## config.mk

```make
export PLATFORM = sky130hd
export DESIGN_NAME = array_scan_engine
export DESIGN_NICKNAME = d
export VERILOG_FILES = /design/src/rtl/array_scan_pkg.sv /design/src/rtl/array_scan_lanes.sv /design/src/rtl/array_scan_engine.sv
export SDC_FILE = /design/constraint.sdc
export NUM_CORES = 1
export LEC_CHECK = 0
export CORE_MARGIN = 2
export CORE_UTILIZATION = 25
export DETAILED_ROUTE_END_ITERATION = 7
export PLACE_DENSITY = 0.41
export SLEW_MARGIN = 0
export SYNTH_ARGS = -nofsm -noshare
export SYNTH_HDL_FRONTEND = slang
export SYNTH_SLANG_ARGS = --single-unit
```

## constraint.sdc

```tcl
create_clock -name clock -period 4.4 [get_ports clock]
set_clock_uncertainty 0.2 [all_clocks]
set_input_delay 0.88 -clock clock [delete_from_list [all_inputs] [get_ports clock]]
set_output_delay 0.88 -clock clock [all_outputs]
set_load 0.005 [all_outputs]
```

## src/rtl/array_scan_pkg.sv

```systemverilog
// Shared types and helpers for the array scan engine.
package array_scan_pkg;

  typedef enum logic [2:0] {
    OP_INDEX_LAST    = 3'd0,
    OP_INDEX_FIRST   = 3'd1,
    OP_COUNT_LESS    = 3'd2,
    OP_COUNT_GREATER = 3'd3,
    OP_COUNT_EQUAL   = 3'd4
  } scan_op_e;

  typedef enum logic [1:0] {
    ST_IDLE  = 2'd0,
    ST_ISSUE = 2'd1,
    ST_DRAIN = 2'd2,
    ST_FIN   = 2'd3
  } scan_state_e;

  localparam logic [2:0] OP_LAST_LEGAL = 3'd4;

  // Width of an index/count that must hold 0..narea.
  function automatic int res_width(input int narea);
    return $clog2(narea + 1);
  endfunction

endpackage

```

## src/rtl/array_scan_lanes.sv

```systemverilog
// Combinational per-beat matcher: match count plus first/last matching lane.
module array_scan_lanes
  import array_scan_pkg::*;
#(
  parameter int WIDTH = 12,
  parameter int LANES = 2,
  parameter int LCW   = $clog2(LANES + 1),
  parameter int LIW   = (LANES > 1) ? $clog2(LANES) : 1
) (
  input  logic [LANES*WIDTH-1:0] i_data,
  input  logic [LANES-1:0]       i_mask,
  input  logic [WIDTH-1:0]       i_key,
  input  scan_op_e               i_op,
  output logic [LCW-1:0]         o_count,
  output logic                   o_first_vld,
  output logic [LIW-1:0]         o_first_lane,
  output logic                   o_last_vld,
  output logic [LIW-1:0]         o_last_lane
);

  logic [LANES-1:0] w_match;

  always_comb begin
    w_match = '0;
    for (int l = 0; l < LANES; l++) begin
      case (i_op)
        OP_COUNT_LESS:    w_match[l] = i_mask[l] && (i_data[l*WIDTH +: WIDTH] < i_key);
        OP_COUNT_GREATER: w_match[l] = i_mask[l] && (i_data[l*WIDTH +: WIDTH] > i_key);
        default:          w_match[l] = i_mask[l] && (i_data[l*WIDTH +: WIDTH] == i_key);
      endcase
    end
  end

  always_comb begin
    o_count      = '0;
    o_first_vld  = 1'b0;
    o_first_lane = '0;
    o_last_vld   = 1'b0;
    o_last_lane  = '0;
    // Walk downwards so the lowest matching lane is the one left standing.
    for (int l = LANES - 1; l >= 0; l--) begin
      if (w_match[l]) begin
        o_first_vld  = 1'b1;
        o_first_lane = LIW'(l);
      end
    end
    for (int l = 0; l < LANES; l++) begin
      if (w_match[l]) begin
        o_count     = o_count + LCW'(1);
        o_last_vld  = 1'b1;
        o_last_lane = LIW'(l);
      end
    end
  end

endmodule

```

## src/rtl/array_scan_engine.sv

```systemverilog
// Sequential array scan engine: index search or key-compare count over one heap area.
// Optional build macro ARRAY_SCAN_EARLY_EXIT_EN lets INDEX_FIRST stop at the first matching beat.
//
// state | meaning
// IDLE  | waiting for start, result held
// ISSUE | one heap beat read per cycle, previous beat accumulated
// DRAIN | accumulate the final beat
// FIN   | done pulse, result valid
module array_scan_engine
  import array_scan_pkg::*;
#(
  parameter int WIDTH = 12,
  parameter int NAREA = 10,
  parameter int LANES = 2,
  parameter int AW    = 14,
  parameter int NW    = 11
) (
  input  logic                         clock,
  input  logic                         reset,
  input  logic                         start,
  input  logic [2:0]                   op,
  input  logic [NW-1:0]                array,
  input  logic [res_width(NAREA)-1:0]  size,
  input  logic [WIDTH-1:0]             key,
  output logic                         busy,
  output logic                         rd_en,
  output logic [AW-1:0]                rd_addr,
  input  logic [LANES*WIDTH-1:0]       rd_data,
  output logic                         done,
  output logic [res_width(NAREA)-1:0]  result,
  output logic                         error
);

  localparam int RW  = res_width(NAREA);
  localparam int BPA = NAREA / LANES;
  localparam int LCW = $clog2(LANES + 1);
  localparam int LIW = (LANES > 1) ? $clog2(LANES) : 1;

  scan_state_e      r_state, w_state_next;
  scan_op_e         r_op;
  logic [WIDTH-1:0] r_key;
  logic [RW-1:0]    r_n, r_left, r_issue_base, r_pend_base, r_acc, r_result;
  logic [AW-1:0]    r_addr;
  logic             r_pend, r_found, r_error;

  logic             w_illegal, w_last_beat, w_exit, w_to_fin, w_found_next;
  logic [RW-1:0]    w_n, w_acc_next;
  logic [AW-1:0]    w_base;
  logic [LANES-1:0] w_mask;
  logic [LCW-1:0]   w_cnt;
  logic             w_first_vld, w_last_vld;
  logic [LIW-1:0]   w_first_lane, w_last_lane;

  assign w_n         = (size > RW'(NAREA)) ? RW'(NAREA) : size;
  assign w_illegal   = (op > OP_LAST_LEGAL);
  assign w_base      = AW'(array) * AW'(BPA);
  // r_left counts elements still to be issued; the beat that covers the rest is the last.
  assign w_last_beat = (r_left <= RW'(LANES));
  assign w_to_fin    = (w_state_next == ST_FIN) && (r_state != ST_FIN);

  assign rd_addr = r_addr;
  assign result  = r_result;

  always_comb begin
    w_mask = '0;
    for (int l = 0; l < LANES; l++) begin
      w_mask[l] = r_pend && ((r_pend_base + RW'(l)) < r_n);
    end
  end

  array_scan_lanes #(
    .WIDTH (WIDTH),
    .LANES (LANES),
    .LCW   (LCW),
    .LIW   (LIW)
  ) u_lanes (
    .i_data       (rd_data),
    .i_mask       (w_mask),
    .i_key        (r_key),
    .i_op         (r_op),
    .o_count      (w_cnt),
    .o_first_vld  (w_first_vld),
    .o_first_lane (w_first_lane),
    .o_last_vld   (w_last_vld),
    .o_last_lane  (w_last_lane)
  );

  always_comb begin
    w_acc_next   = r_acc;
    w_found_next = r_found;
    if (r_pend) begin
      case (r_op)
        OP_INDEX_LAST: begin
          if (w_last_vld) w_acc_next = r_pend_base + RW'(w_last_lane) + RW'(1);
        end
        OP_INDEX_FIRST: begin
          if (w_first_vld && !r_found) begin
            w_acc_next   = r_pend_base + RW'(w_first_lane) + RW'(1);
            w_found_next = 1'b1;
          end
        end
        default: w_acc_next = r_acc + RW'(w_cnt);
      endcase
    end
  end

`ifdef ARRAY_SCAN_EARLY_EXIT_EN
  // A beat issued in the exit cycle is left in flight and never accumulated.
  assign w_exit = r_pend && (r_op == OP_INDEX_FIRST) && w_first_vld;
`else
  assign w_exit = 1'b0;
`endif

  always_comb begin
    w_state_next = r_state;
    busy         = 1'b1;
    rd_en        = 1'b0;
    done         = 1'b0;
    error        = 1'b0;
    case (r_state)
      ST_IDLE: begin
        busy = 1'b0;
        if (start) w_state_next = ((w_n == '0) || w_illegal) ? ST_FIN : ST_ISSUE;
      end
      ST_ISSUE: begin
        rd_en = 1'b1;
        if (w_exit)           w_state_next = ST_FIN;
        else if (w_last_beat) w_state_next = ST_DRAIN;
      end
      ST_DRAIN: w_state_next = ST_FIN;
      ST_FIN: begin
        done         = 1'b1;
        error        = r_error;
        w_state_next = ST_IDLE;
      end
      default: w_state_next = ST_IDLE;
    endcase
  end

  always_ff @(posedge clock or posedge reset) begin
    if (reset) r_state <= ST_IDLE;
    else       r_state <= w_state_next;
  end

  always_ff @(posedge clock or posedge reset) begin
    if (reset) begin
      r_op         <= OP_INDEX_LAST;
      r_key        <= '0;
      r_n          <= '0;
      r_left       <= '0;
      r_issue_base <= '0;
      r_pend_base  <= '0;
      r_acc        <= '0;
      r_result     <= '0;
      r_addr       <= '0;
      r_pend       <= 1'b0;
      r_found      <= 1'b0;
      r_error      <= 1'b0;
    end else begin
      r_pend      <= rd_en;
      r_pend_base <= r_issue_base;
      if (w_to_fin) r_result <= (r_state == ST_IDLE) ? '0 : w_acc_next;
      if (r_state == ST_IDLE && start) begin
        r_op         <= scan_op_e'(op);
        r_key        <= key;
        r_n          <= w_n;
        r_left       <= w_n;
        r_issue_base <= '0;
        r_addr       <= w_base;
        r_acc        <= '0;
        r_found      <= 1'b0;
        r_error      <= w_illegal;
      end else begin
        r_acc   <= w_acc_next;
        r_found <= w_found_next;
        if (rd_en) begin
          r_left       <= r_left - RW'(LANES);
          r_issue_base <= r_issue_base + RW'(LANES);
          r_addr       <= r_addr + AW'(1);
        end
      end
    end
  end

endmodule
```

==> results.sh, run 1 <==
export IMPL_htreeDepth=2
export IMPL_areaGrowthSynthToFinish_pct=40.37
export IMPL_arrival_ps=4150
export IMPL_cts_made_buffers=5
export IMPL_slowest_delay_ps=410
export IMPL_port_buffers=78
export IMPL_ios=79
export IMPL_ys_seq_elements=56
export IMPL_core_rowCount=46
export IMPL_met2_usage_pct=23.78
export IMPL_status="completed"
export IMPL_endpoint_kind="register"
export IMPL_finalHoldWorstSlack_ps=200.6
export IMPL_drive_gt1_share_pct=12.48
export IMPL_die_x_um=130.1
export IMPL_vias=3522
export IMPL_reg2reg_slack_ps=690
export IMPL_use_met3_pct=1.886
export IMPL_clk_latency_ps=300
export IMPL_r2r_start="r_key[6]"
export IMPL_dp_hpwl_um=8436
export IMPL_grtUsageTotal_pct=13.40
export IMPL_ys_seq_area_share_pct=35.24
export IMPL_finalWorstSetupSlack_ps=275.9
export IMPL_synth_edf_count=0
export IMPL_clockRootBuffer="clkbuf_16"
export IMPL_dr_first_iter_drc_count=118
export IMPL_p_leak_nw=2.566
export IMPL_yosys_most_used_dff="dfrtp_1"
export IMPL_synthesis_nets=567
export IMPL_path_delay_family="simple AND/OR/NAND/NOR gates"
export IMPL_synth_xor_area_share_pct=3.965
export IMPL_drc=0
export IMPL_start_util_pct=25.31
export IMPL_fp_dieH_um=130.1
export IMPL_min_from="r_issue_base[3]"
export IMPL_min_path_cells=0
export IMPL_postPlaceCellArea_um2=5134
export IMPL_yosysTopAreaCell="dfrtp_1"
export IMPL_synthArstFlopShare_pct=100.0
export IMPL_yosysTopAreaCellShare_pct=35.24
export IMPL_powerDensity_nw_per_um2=547.3
export IMPL_synthTopCellsByArea="dfrtp_1 (35%), ha_1 (18%), nand2_1 (5.8%), o21ai_0 (5.0%), a21oi_1 (2.9%)"
export IMPL_grt_met1_usage_pct=16.97
export IMPL_combPwrFrac_pct=53.6
export IMPL_maxCapViolations=0
export IMPL_cts_buffer_depth=2
export IMPL_syn_inst=450
export IMPL_grt_first_pass_wirelength_um=17960
export IMPL_slew_violations=0
export IMPL_antenna_cells=0
export IMPL_routed_wl_um=11020
export IMPL_finalNetCount=661
export IMPL_avgViaCountPerCell=4.628
export IMPL_yosysUniqueCellTypes=52
export IMPL_power_switching_mw=1.281
export IMPL_die_area_um2=16930
export IMPL_stdcell_area_um2=5582
export IMPL_fmaxAchievable_mhz=242.5
export IMPL_gp_congestion=0.7790
export IMPL_final_hold_violation_count=0
export IMPL_first_global_vias=3641
export IMPL_cp_start_kind="input port"
export IMPL_cp_cell_sequence="clkdlybuf4s50_1, ha_1, nand4_1, buf_4, o211ai_1, and3_1, nor3_2, nor3_1, ha_4, ha_4, a21o_1, nand2_1, xnor2_1, o21ai_1, a31oi_1, nand3b_1, o21ai_1, o21bai_1"
export IMPL_clkPwrFrac_pct=14.0
export IMPL_hold_path_class="reg -> reg"
export IMPL_dp_slack_ps=-429.7
export IMPL_wl_per_cell_um=14.48
export IMPL_max_slew_worst_pin_slew_ps=845.8
export IMPL_worstSetupPathType="in -> reg"
export IMPL_ir_drop_v=0.0001643
export IMPL_crit_required_ps=4420
export IMPL_fin_crit_ps=4124
export IMPL_relSlewSlack_pct=43.53
export IMPL_cp_slowest_cell="clkdlybuf4s50_1"
export IMPL_min_to="r_pend_base[3]"
export IMPL_top_usage_layer="met2"
export IMPL_grt_overflow=0
export IMPL_core_area_um2=15710
export IMPL_rsz0062_at_grt="no"
export IMPL_grt_antenna_before_repair=0
export IMPL_synthSimpleGateAreaFrac_pct=18.28
export IMPL_grt_max_degree=40
export IMPL_synth_compound_area_share_pct=18.94
export IMPL_synth_warnings=0
export IMPL_r2r_end="result[3]"
export IMPL_cts_sinks=56
export IMPL_path_buf_inv=2
export IMPL_p_sw_share_pct=41.95
export IMPL_first_pass_iters=4
export IMPL_postSynthAreaPerCell_um2=8.836
export IMPL_power_frac_seq_pct=32.4
export IMPL_cp_max_fo=3
export IMPL_finalSetupViolCount=0
export IMPL_cts_tree="yes"
export IMPL_clkSlewWorstSetupHoldPaths_ps=80
export IMPL_ff2ff_path_depth=19
export IMPL_muxShareOfSynthArea_pct=0.2517
export IMPL_p_int_mw=1.773
export IMPL_antenna_left=0
export IMPL_syn_area_um2=3976
export IMPL_synthAdderAreaFrac_pct=19.26
export IMPL_synth_top_family_by_area="adder cells"
export IMPL_final_util_pct=35.52
export IMPL_finalCritPeriodShare_pct=93.73
-- placed cells by master (no fill, tap or decap), types with 3 or more instances in the layout --
master / n
o21bai_1: 6
nand3b_1: 5
a31oi_1: 5
xnor2_1: 7
inv_1: 27
a21oi_1: 20
nand2_1: 60
nor3_1: 7
a21oi_2: 3
dlymetal6s2s_1: 14
nand4_1: 3
nor2b_1: 6
nand2b_1: 3
o211ai_1: 4
dfrtp_1: 56
clkdlybuf4s50_1: 64
a211oi_1: 7
o21ai_1: 4
clkbuf_16: 5
o21ai_0: 37
buf_4: 22
ha_1: 44
o21a_1: 3
or2_2: 4
nand3_1: 13
ha_4: 14
xor2_1: 11
a21o_1: 10
nor2_1: 29
and3_1: 6
a311oi_1: 3
-- power by group through the flow --
stage	Combinational, mW	Sequential, mW	Clock [mW]
after floorplan	0.973	0.915	0
after global placement	1.50	1.00	0
after detailed placement	1.52	0.994	0
after CTS	1.55	0.989	0.447
after global routing	1.88	1.03	0.462
final	1.64	0.989	0.427
-- stage by stage --
step | power [mW] | setup TNS (ps) | cells
5_1_grt | 3.376 | 0 | 761
3_5_place_dp | 2.517 | -2130 | 751
4_1_cts | 2.987 | 0 | 760
3_3_place_gp | 2.501 | -1975 | 751
6_report | 3.055 | 0 | 761
2_1_floorplan | 1.888 | 0 | 450
-- state kept, by name (all words and copies together), names as in the netlist --
| signal | cells |
|---|---|
| r_issue_base | 3 |
| result | 4 |
| r_acc | 4 |
| r_found | 1 |
| r_state | 2 |
| r_op | 3 |
| r_left | 4 |
| r_pend_base | 3 |
| r_pend | 1 |
| r_n | 4 |
| rd_addr | 14 |
| r_key | 12 |
| r_error | 1 |
-- metal layers --
layer | vias to the layer above | wire length [µm]
li1 | 1786 | -
met1 | 1671 | 5104
met2 | 53 | 5431
met3 | 12 | 297
met4 | 0 | 186
met5 | - | 0
-- Yosys cell counts, types with 2 or more instances --
cell type	count
a21o_1	10
ha_1	58
nand2_1	61
a311oi_1	3
fa_1	2
nor3_1	9
and3_1	6
o21ai_0	40
nor2_1	30
a31oi_1	5
o21a_1	3
dfrtp_1	56
xnor2_1	7
and2_1	4
nand3b_1	5
nor4_1	2
inv_1	29
xor2_1	11
nand4_1	3
a21oi_1	23
o21bai_1	6
nor2b_1	6
a211oi_1	8
clkbuf_1	13
o22ai_1	2
nand2b_1	3
nand3_1	13
o211ai_1	4
or2_2	4
o221ai_1	2
-- kinds of logic after synthesis --
logic type,count (synthesis)
XOR/XNOR,18
buffers and inverters,43
AND/OR/NAND/NOR,153
AO/OA/AOI/OAI,119
multiplexers,1
flip-flops,56
adder cells (fa/ha/maj),60
-- worst max-delay path by stage --
stage / startpoint / to / slack (ps) / cells past startpoint
final: rd_data[11] / result[3] / 280 / 18
after global placement: rd_data[21] / result[3] / -400 / 18
after global routing: rd_data[10] / result[3] / 10 / 18
after CTS: rd_data[12] / result[3] / 6 / 19
after floorplan: rd_data[21] / result[3] / 220 / 17
after detailed placement: rd_data[21] / result[3] / -430 / 18
-- timing repair --
item                                    CTS  global route
resized for setup                         5            45
buffers inserted                          1             1
endpoints found under the setup margin    2             8
hold buffers                              0             0
pin swaps                                 5            30
cloned                                    0             0
endpoints found under the hold margin     0             0
-- area by class of cell --
| class | count | area, µm² |
|---|---|---|
| Timing Repair Buffer | 101 | 992.2 |
| Inverter | 29 | 111.4 |
| Clock inverter | 2 | 13.76 |
| Multi-Input combinational cell | 351 | 2654 |
| Clock buffer | 6 | 138.9 |
| Sequential cell | 56 | 1401 |
| Tap cell | 216 | 270.3 |
| Fill cell | 1629 | 10130 |
Power figures use the tool's default switching activity.
==> run 2, diff against run 1 <==
- CORE_ASPECT_RATIO: unset -> 0.9
- CORE_UTILIZATION: 25 -> 53
- PLACE_DENSITY: 0.41 -> 0.78
==> run 2 against run 1 <==
Effect of this change: sequential power decreased by 0.7%; critical endpoint is now r_acc[3]; core utilization increased by 37 points; sequential share of layout area increased by 1.9 points; critical path depth increased by 1; first-iteration DRC count increased by 62%; routed wire length decreased by 11%; power decreased by 7.3%; hold slack got worse by 3.7 ps; via count about the same; register-to-register slack got worse by 100 ps.
==> results.sh, run 2 (synthesis results as in run 1) <==
export IMPL_slowest_delay_ps=410
export IMPL_cts_buffer_depth=2
export IMPL_crit_required_ps=4440
export IMPL_grt_max_degree=37
export IMPL_antenna_cells=0
export IMPL_p_sw_share_pct=42.56
export IMPL_finalHoldWorstSlack_ps=196.9
export IMPL_drc=0
export IMPL_ff2ff_path_depth=18
export IMPL_avgViaCountPerCell=5.566
export IMPL_die_x_um=95.30
export IMPL_fp_dieH_um=86.17
export IMPL_cts_tree="yes"
export IMPL_gp_congestion=0.8884
export IMPL_hold_path_class="reg -> reg"
export IMPL_status="completed"
export IMPL_largest_reg_flops=14
export IMPL_clockRootBuffer="clkbuf_8"
export IMPL_ir_drop_v=0.0002813
export IMPL_finalCritPeriodShare_pct=97.10
export IMPL_p_int_mw=1.627
export IMPL_endpoint_kind="register"
export IMPL_areaGrowthSynthToFinish_pct=30.52
export IMPL_finalWorstSetupSlack_ps=127.6
export IMPL_htreeDepth=2
export IMPL_first_global_vias=3612
export IMPL_worstSetupPathType="in -> reg"
export IMPL_crit_top_cell="a21o_1"
export IMPL_vias=3523
export IMPL_grtUsageTotal_pct=24.75
export IMPL_final_common_cell="clkdlybuf4s50_1"
export IMPL_core_rowCount=29
export IMPL_drive_gt1_share_pct=9.630
export IMPL_clk_latency_ps=310
export IMPL_finalSetupViolCount=0
export IMPL_cts_made_buffers=5
export IMPL_fmaxAchievable_mhz=234.1
export IMPL_power_frac_seq_pct=34.7
export IMPL_routed_wl_um=9790
export IMPL_wl_per_cell_um=15.47
export IMPL_reg2reg_slack_ps=590
export IMPL_finalNetCount=656
export IMPL_combPwrFrac_pct=54.8
export IMPL_final_hold_violation_count=0
export IMPL_first_pass_iters=4
export IMPL_p_leak_nw=2.444
export IMPL_arrival_ps=4310
export IMPL_dp_hpwl_um=7183
export IMPL_die_area_um2=8212
export IMPL_start_util_pct=55.63
export IMPL_clkSlewWorstSetupHoldPaths_ps=100
export IMPL_grt_overflow=0
export IMPL_p_total_mw=2.832
export IMPL_grt_first_pass_wirelength_um=16070
export IMPL_grt_antenna_before_repair=0
export IMPL_antenna_left=0
export IMPL_dr_first_iter_drc_count=191
export IMPL_holdBufCountCts=0
export IMPL_port_buffers=78
export IMPL_fin_crit_ps=4272
export IMPL_crit_path_end="r_acc[3]"
export IMPL_maxCapViolations=0
export IMPL_dp_slack_ps=-390.2
export IMPL_cts_sinks=56
export IMPL_clkPwrFrac_pct=10.6
export IMPL_power_switching_mw=1.205
export IMPL_cp_start_kind="input port"
export IMPL_crit_start="rd_data[5]"
export IMPL_core_area_um2=7148
export IMPL_layout_common_cells="clkdlybuf4s50_1 (72), nand2_1 (60), dfrtp_1 (56)"
export IMPL_relSlewSlack_pct=49.35
export IMPL_powerDensity_nw_per_um2=545.7
export IMPL_ios=79
export IMPL_cp_max_fo=2
export IMPL_r2r_start="r_key[4]"
export IMPL_r2r_end="r_acc[3]"
export IMPL_cp_slowest_cell="clkdlybuf4s50_1"
export IMPL_max_slew_worst_pin_slew_ps=758.6
export IMPL_cp_cell_sequence="clkdlybuf4s50_1, ha_1, a21o_1, a21o_1, a21oi_1, o211ai_1, nor2_1, nor3_1, or3_1, ha_1, ha_2, a21o_1, nand2_2, xnor2_2, o21ai_1, a31oi_1, buf_4, a21boi_0, o22ai_1"
export IMPL_slew_violations=0
run 2: worst min-delay path by stage:
stage,end,depth (start not counted),start
6_report,r_pend_base[3],0,r_issue_base[3]
5_1_grt,r_pend_base[3],0,r_issue_base[3]
4_1_cts,r_pend_base[3],0,r_issue_base[3]
3_5_place_dp,r_pend_base[3],0,r_issue_base[3]
3_3_place_gp,r_pend_base[3],0,r_issue_base[3]
2_1_floorplan,r_pend_base[3],0,r_issue_base[3]
run 2: timing repair:
| action | 4_1_cts | 5_1_grt |
|---|---|---|
| pin swaps | 2 | 23 |
| setup buffers | 0 | 2 |
| resized for setup | 2 | 27 |
| endpoints found under the setup margin | 2 | 8 |
run 2: critical path, delay by kind of cell:
family	cells	cell delay, ps
buffers and inverters	2	560
XOR/XNOR	1	120
AND/OR/NAND/NOR	4	620
adder cells (fa/ha/maj)	3	820
AO/OA/AOI/OAI	9	1320
run 2: final cells by class:
cell class	instances	area, µm²
clock buffers	7	86.33
clock inverters	1	7.507
well taps	93	116.4
multi-input cells	351	2536
repair buffers	96	930.9
fillers	551	1958
inverters	29	111.4
flip-flops and latches	56	1401
run 2: through the flow:
step	cells	TNS [ps]	instance area [µm²]	util, %
2_1_floorplan	450	0	3976	-
3_3_place_gp	623	-965.3	4942	69.14
3_5_place_dp	623	-1609	4942	69.14
4_1_cts	631	0	5046	70.59
5_1_grt	633	-105.5	5190	72.61
6_report	633	0	5190	72.61
run 2: power groups by stage:
stage | Clock (mW) | Combinational, mW | Sequential (mW)
2_1_floorplan | 0 | 0.973 | 0.915
3_3_place_gp | 0 | 1.41 | 0.977
3_5_place_dp | 0 | 1.46 | 0.986
4_1_cts | 0.308 | 1.47 | 0.977
5_1_grt | 0.325 | 1.76 | 1.02
6_report | 0.299 | 1.55 | 0.982
run 2: metal layers:
metal | share of wire [%] | GRT usage [%] | vias to the layer above
li1 | - | - | 1773
met1 | 44 | 30.44 | 1673
met2 | 52 | 44.69 | 72
met3 | 3.7 | 3.391 | 5
met4 | 0.83 | 7.773 | 0
met5 | 0 | 0 | -
==> run 3, diff against run 2 <==
- CORE_UTILIZATION: 53 -> 50
- GPL_ROUTABILITY_DRIVEN: unset -> 0
- PLACE_DENSITY: 0.78 -> 0.74
- SETUP_SLACK_MARGIN: unset -> 0.3
==> run 3 against run 2 <==
Effect of this change: sequential share of layout area shrank 0.96 points; register-to-register slack worse by 60 ps; largest cell class unchanged; hold slack gained 13 ps.
==> results.sh, run 3 (synthesis results as in run 1) <==
export IMPL_first_pass_iters=4
export IMPL_arrival_ps=4130
export IMPL_ios=79
export IMPL_rsz0062_at_grt="no"
export IMPL_largest_reg_flops=14
export IMPL_cts_tree="yes"
export IMPL_layout_common_cells="nand2_1 (60), dfrtp_1 (56), clkdlybuf4s50_1 (55)"
export IMPL_areaGrowthSynthToFinish_pct=35.34
export IMPL_grt_max_degree=38
export IMPL_drive_gt1_share_pct=15.17
export IMPL_maxCapViolations=0
export IMPL_final_util_pct=70.62
export IMPL_port_buffers=78
export IMPL_dp_slack_ps=-353.6
export IMPL_core_rowCount=30
export IMPL_ir_drop_v=0.0002430
export IMPL_first_global_vias=3503
export IMPL_p_leak_nw=2.480
export IMPL_finalHoldWorstSlack_ps=209.5
export IMPL_start_util_pct=52.18
export IMPL_finalNetCount=663
export IMPL_fin_crit_ps=4101
export IMPL_grt_antenna_before_repair=0
export IMPL_grtUsageTotal_pct=23.31
export IMPL_drc=0
export IMPL_antenna_cells=0
export IMPL_finalWorstSetupSlack_ps=298.5
export IMPL_dp_hpwl_um=7179
export IMPL_slowest_delay_ps=610
export IMPL_cp_slowest_cell="or4_4"
export IMPL_status="completed"
export IMPL_clockRootBuffer="clkbuf_8"
export IMPL_clk_latency_ps=310
export IMPL_final_hold_violation_count=0
export IMPL_crit_start="rd_data[16]"
export IMPL_cp_max_fo=4
export IMPL_relSlewSlack_pct=50.21
export IMPL_cts_buffer_depth=2
export IMPL_clkSlewWorstSetupHoldPaths_ps=100
export IMPL_avgViaCountPerCell=5.603
export IMPL_die_x_um=98
export IMPL_final_common_cell="nand2_1"
export IMPL_fillers=593
export IMPL_fin_setup_tns_ps=0
export IMPL_r2r_start="r_key[4]"
export IMPL_finalSetupViolCount=0
export IMPL_path_buf_inv=2
export IMPL_antenna_left=0
export IMPL_cts_made_buffers=5
export IMPL_cts_sinks=56
export IMPL_die_area_um2=8683
export IMPL_fp_dieH_um=88.60
export IMPL_hold_path_class="reg -> reg"
export IMPL_dr_first_iter_drc_count=135
export IMPL_min_from="r_issue_base[3]"
export IMPL_cp_start_kind="input port"
export IMPL_max_slew_worst_pin_slew_ps=745.0
export IMPL_fmaxAchievable_mhz=243.8
export IMPL_wl_per_cell_um=15.89
export IMPL_endpoint_kind="register"
export IMPL_finalCritPeriodShare_pct=93.22
export IMPL_path_delay_family="simple AND/OR/NAND/NOR gates"
export IMPL_crit_required_ps=4430
export IMPL_p_total_mw=3.051
export IMPL_grt_first_pass_wirelength_um=16420
export IMPL_cp_cell_sequence="clkbuf_2, ha_1, nand4_1, or4_4, nor3b_2, mux2i_1, and2_4, inv_4, ha_4, ha_4, a21o_1, nand2_1, xnor2_1, o21ai_1, a31oi_2, nand3b_1, o21ai_1, o21bai_1"
export IMPL_routed_wl_um=10220
export IMPL_vias=3603
export IMPL_slew_violations=0
export IMPL_worstSetupPathType="in -> reg"
export IMPL_htreeDepth=2
export IMPL_grt_overflow=0
export IMPL_powerDensity_nw_per_um2=567.0
export IMPL_core_area_um2=7620
[run 3: repair_timing]
item                       4_1_cts  5_1_grt
setup buffers                    4        5
hold buffers                     0        0
resized for setup               50       36
setup endpoints to repair        8        6
pin swaps                       47       31
[run 3: final cells by class]
cell class              instances  area [µm²]  area share, %
clock inverters                 1       30.03         0.5580
well taps                      96       120.1          2.232
multi-input cells             351        2698          50.13
flip-flops and latches         56        1401          26.04
repair buffers                103       924.6          17.18
inverters                      29       111.4          2.069
clock buffers                   7       96.34          1.790
[run 3: power breakdown]
group	switching (mW)	total (mW)	internal (mW)	leakage (nW)
Sequential	0.241	0.988	0.748	0.695
Clock	0.162	0.363	0.201	0.0645
Combinational	0.873	1.70	0.827	1.72
[run 3: worst paths after layout]
path / slack [ps] / depth (start not counted) / endpoint
setup / recovery: 300 / 18 / result[3]
hold / removal: 210 / 0 / r_pend_base[3]
setup reg to reg: 530 / 18 / result[3]
hold reg to reg: 210 / 0 / r_pend_base[3]
max in group asynchronous: 2560 / 3 / r_op[0]
min in group asynchronous: 780 / 2 / r_key[5]
[run 3: per-layer routing]
metal	track usage, %	wire, µm	share of wire [%]
met3	3.318	338	3.3
met1	29.71	4503	44
met2	42.28	5176	51
met5	0	0	0
met4	5.934	199	1.9
[run 3: metrics by stage]
stage,cells,area [µm²]
4_1_cts,638,5249
2_1_floorplan,450,3979
3_3_place_gp,626,4949
6_report,643,5381
3_5_place_dp,626,4949
5_1_grt,643,5381
==> RTL change (flow settings as in run 3) <==
Encoding of `scan_state_e`: now one-hot (4 bits for 4 states).
--- a/src/rtl/array_scan_pkg.sv
+++ b/src/rtl/array_scan_pkg.sv
@@ -11,7 +11,7 @@
 
-  typedef enum logic [1:0] {
-    ST_IDLE  = 2'd0,
-    ST_ISSUE = 2'd1,
-    ST_DRAIN = 2'd2,
-    ST_FIN   = 2'd3
+  typedef enum logic [3:0] {
+    ST_IDLE  = 4'b0001,
+    ST_ISSUE = 4'b0010,
+    ST_DRAIN = 4'b0100,
+    ST_FIN   = 4'b1000
   } scan_state_e;
Check against the original RTL: same outputs for any inputs over 4 cycles, from zero or initial values and one cycle with reset high; so few cycles prove little.
==> RTL change against run 3 <==
  * Cell count is 3.1% higher
  * Worst setup slack better by 57 ps
  * Design area up 4.6%
  * Maximum frequency increased by 1.4%
  * Non-clock buffer count fell by 2
  * Power is 3.2% lower
  * Sequential cell count increased by 2
  * Utilization fell by 0.53 points
  * Synthesized cell count rose by 2.7%
  * Worst hold slack worse by 1.7 ps
  * Routed wire length grew 9.5%
  * Count of clock-buffer cells in the layout is 5 higher
  * Synthesized area rose by 3.5%
  * Highest routed layer unchanged
==> RTL change: results (changes against run 3) <==
| Metric | Value |
|---|---|
| Status | complete, no violations |
| Met2 usage | 0.4110 (-0.01175) |
| Placed Cells | 643 (+2.7%) |
| NetSw | 1.206 mW (-5.4%) |
| First-pass GRT wire length | 17770 um (+8.2%) |
| #MultiIn Comb | 361 (+2.8%) |
| Seq area share | 0.2581 (-0.002290) |
| Share of cells above drive strength 1 | 0.1472 (-0.004574) |
| Slowest cell on crit path | or3_4 |
| Later-pin clock latency in the skew report | 350 ps (+40 ps) |
| Filler Cell Count | 604 (+1.9%) |
| Routed met1 length | 4668 um (+3.7%) |
| Synth Area per Inst | 8.905 sq um (+0.77%) |
| Bufs w/o clock | 101 (-1.9%) |
| Final HPWL DP | 7724 um (+7.6%) |
| Leak | 2.629 nW (+6.0%) |
| Cell Area, Placed | 5152 sq um (+4.1%) |
| Pin count of the biggest net entering global routing | 56 (+47%) |
| H-tree levels | 3 (+1) |
| Final Net Count | 677 (+2.1%) |
| Clock-cell share | 0.03290 (+0.009421) |
| Met1 Use GR | 0.3194 (+0.02229) |
| GR Layer Usage met3 | 0.05832 (+0.02515) |
| CP max FO | 3 (-1) |
| Register area share after synthesis | 0.3531 (+0.0006793) |
| Slew headroom | 0.4258 (-0.07630) |
| Post-CTS Resized | 30 (-40%) |
| Netlist cell types | 56 (+7.7%) |
| 1st-iter DRT viols | 214 (+59%) |
| Met2 wire len | 5743 um (+11%) |
| WP data arrival | 4060 ps (-70 ps) |
| # clk buffers | 12 (+5) |
| Metal3 WL | 577 um (+71%) |
| Routed vias/inst | 5.851 (+4.4%) |
| Crit path largest cell delay | 420 ps (-190 ps) |
| Clock transition at path regs | 70 ps (-30 ps) |
| Area contributors post-synth | dfrtp_1 (35%), ha_1 (18%), nand2_1 (6.1%), a21oi_1 (3.3%), o21ai_0 (3.0%) |
| Num CTS Buffers | 9 (+4) |
| WL/cell | 16.88 um (+6.2%) |
| Vias | 3879 (+7.7%) |
RTL change: cell count changes in the layout (fill, tap and decap cells not counted), sizes merged, moves of 3 or more:
| cell | delta |
|---|---|
| a311oi | -3 |
| nor3 | -5 |
| a21oi | +4 |
| nand4 | +6 |
| o21bai | -5 |
| buf | -3 |
| a211oi | -5 |
| o22ai | +5 |
| nor2 | +3 |
| dlygate4sd2 | -4 |
| nand2 | +6 |
| dlymetal6s2s | +7 |
RTL change: final timing paths:
kind	depth (start not counted)	slack, ps	to	startpoint
min in group asynchronous	2	830	rd_addr[2]$_DFFE_PP0P_	reset
worst max register to register	18	610	result[3]$_DFFE_PP0P_	r_key[9]$_DFFE_PP0P_
worst max-delay path	16	360	result[3]$_DFFE_PP0P_	rd_data[17]
worst min register to register	0	210	r_pend_base[3]$_DFF_PP0_	r_issue_base[3]$_DFFE_PP0P_
worst min-delay path	0	210	r_pend_base[3]$_DFF_PP0_	r_issue_base[3]$_DFFE_PP0P_
max in group asynchronous	3	2500	r_key[4]$_DFFE_PP0P_	reset
RTL change: power by group through the flow:
stage / sequential (mW) / clock, mW / combinational, mW
after floorplan: 0.889 / 0 / 0.860
after global placement: 0.938 / 0 / 1.26
after CTS: 0.941 / 0.494 / 1.40
after global routing: 0.979 / 0.517 / 1.69
final: 0.948 / 0.488 / 1.52
after detailed placement: 0.946 / 0 / 1.31
RTL change: cells by family after synthesis:
kind of cell             Yosys count  share of synthesized area
adder cells (fa/ha/maj)           60                     0.1861
XOR/XNOR                          18                    0.03832
AND/OR/NAND/NOR                  157                     0.1837
buffers and inverters             43                    0.03953
multiplexers                       1                   0.002433
AO/OA/AOI/OAI                    125                     0.1968
flip-flops                        58                     0.3531
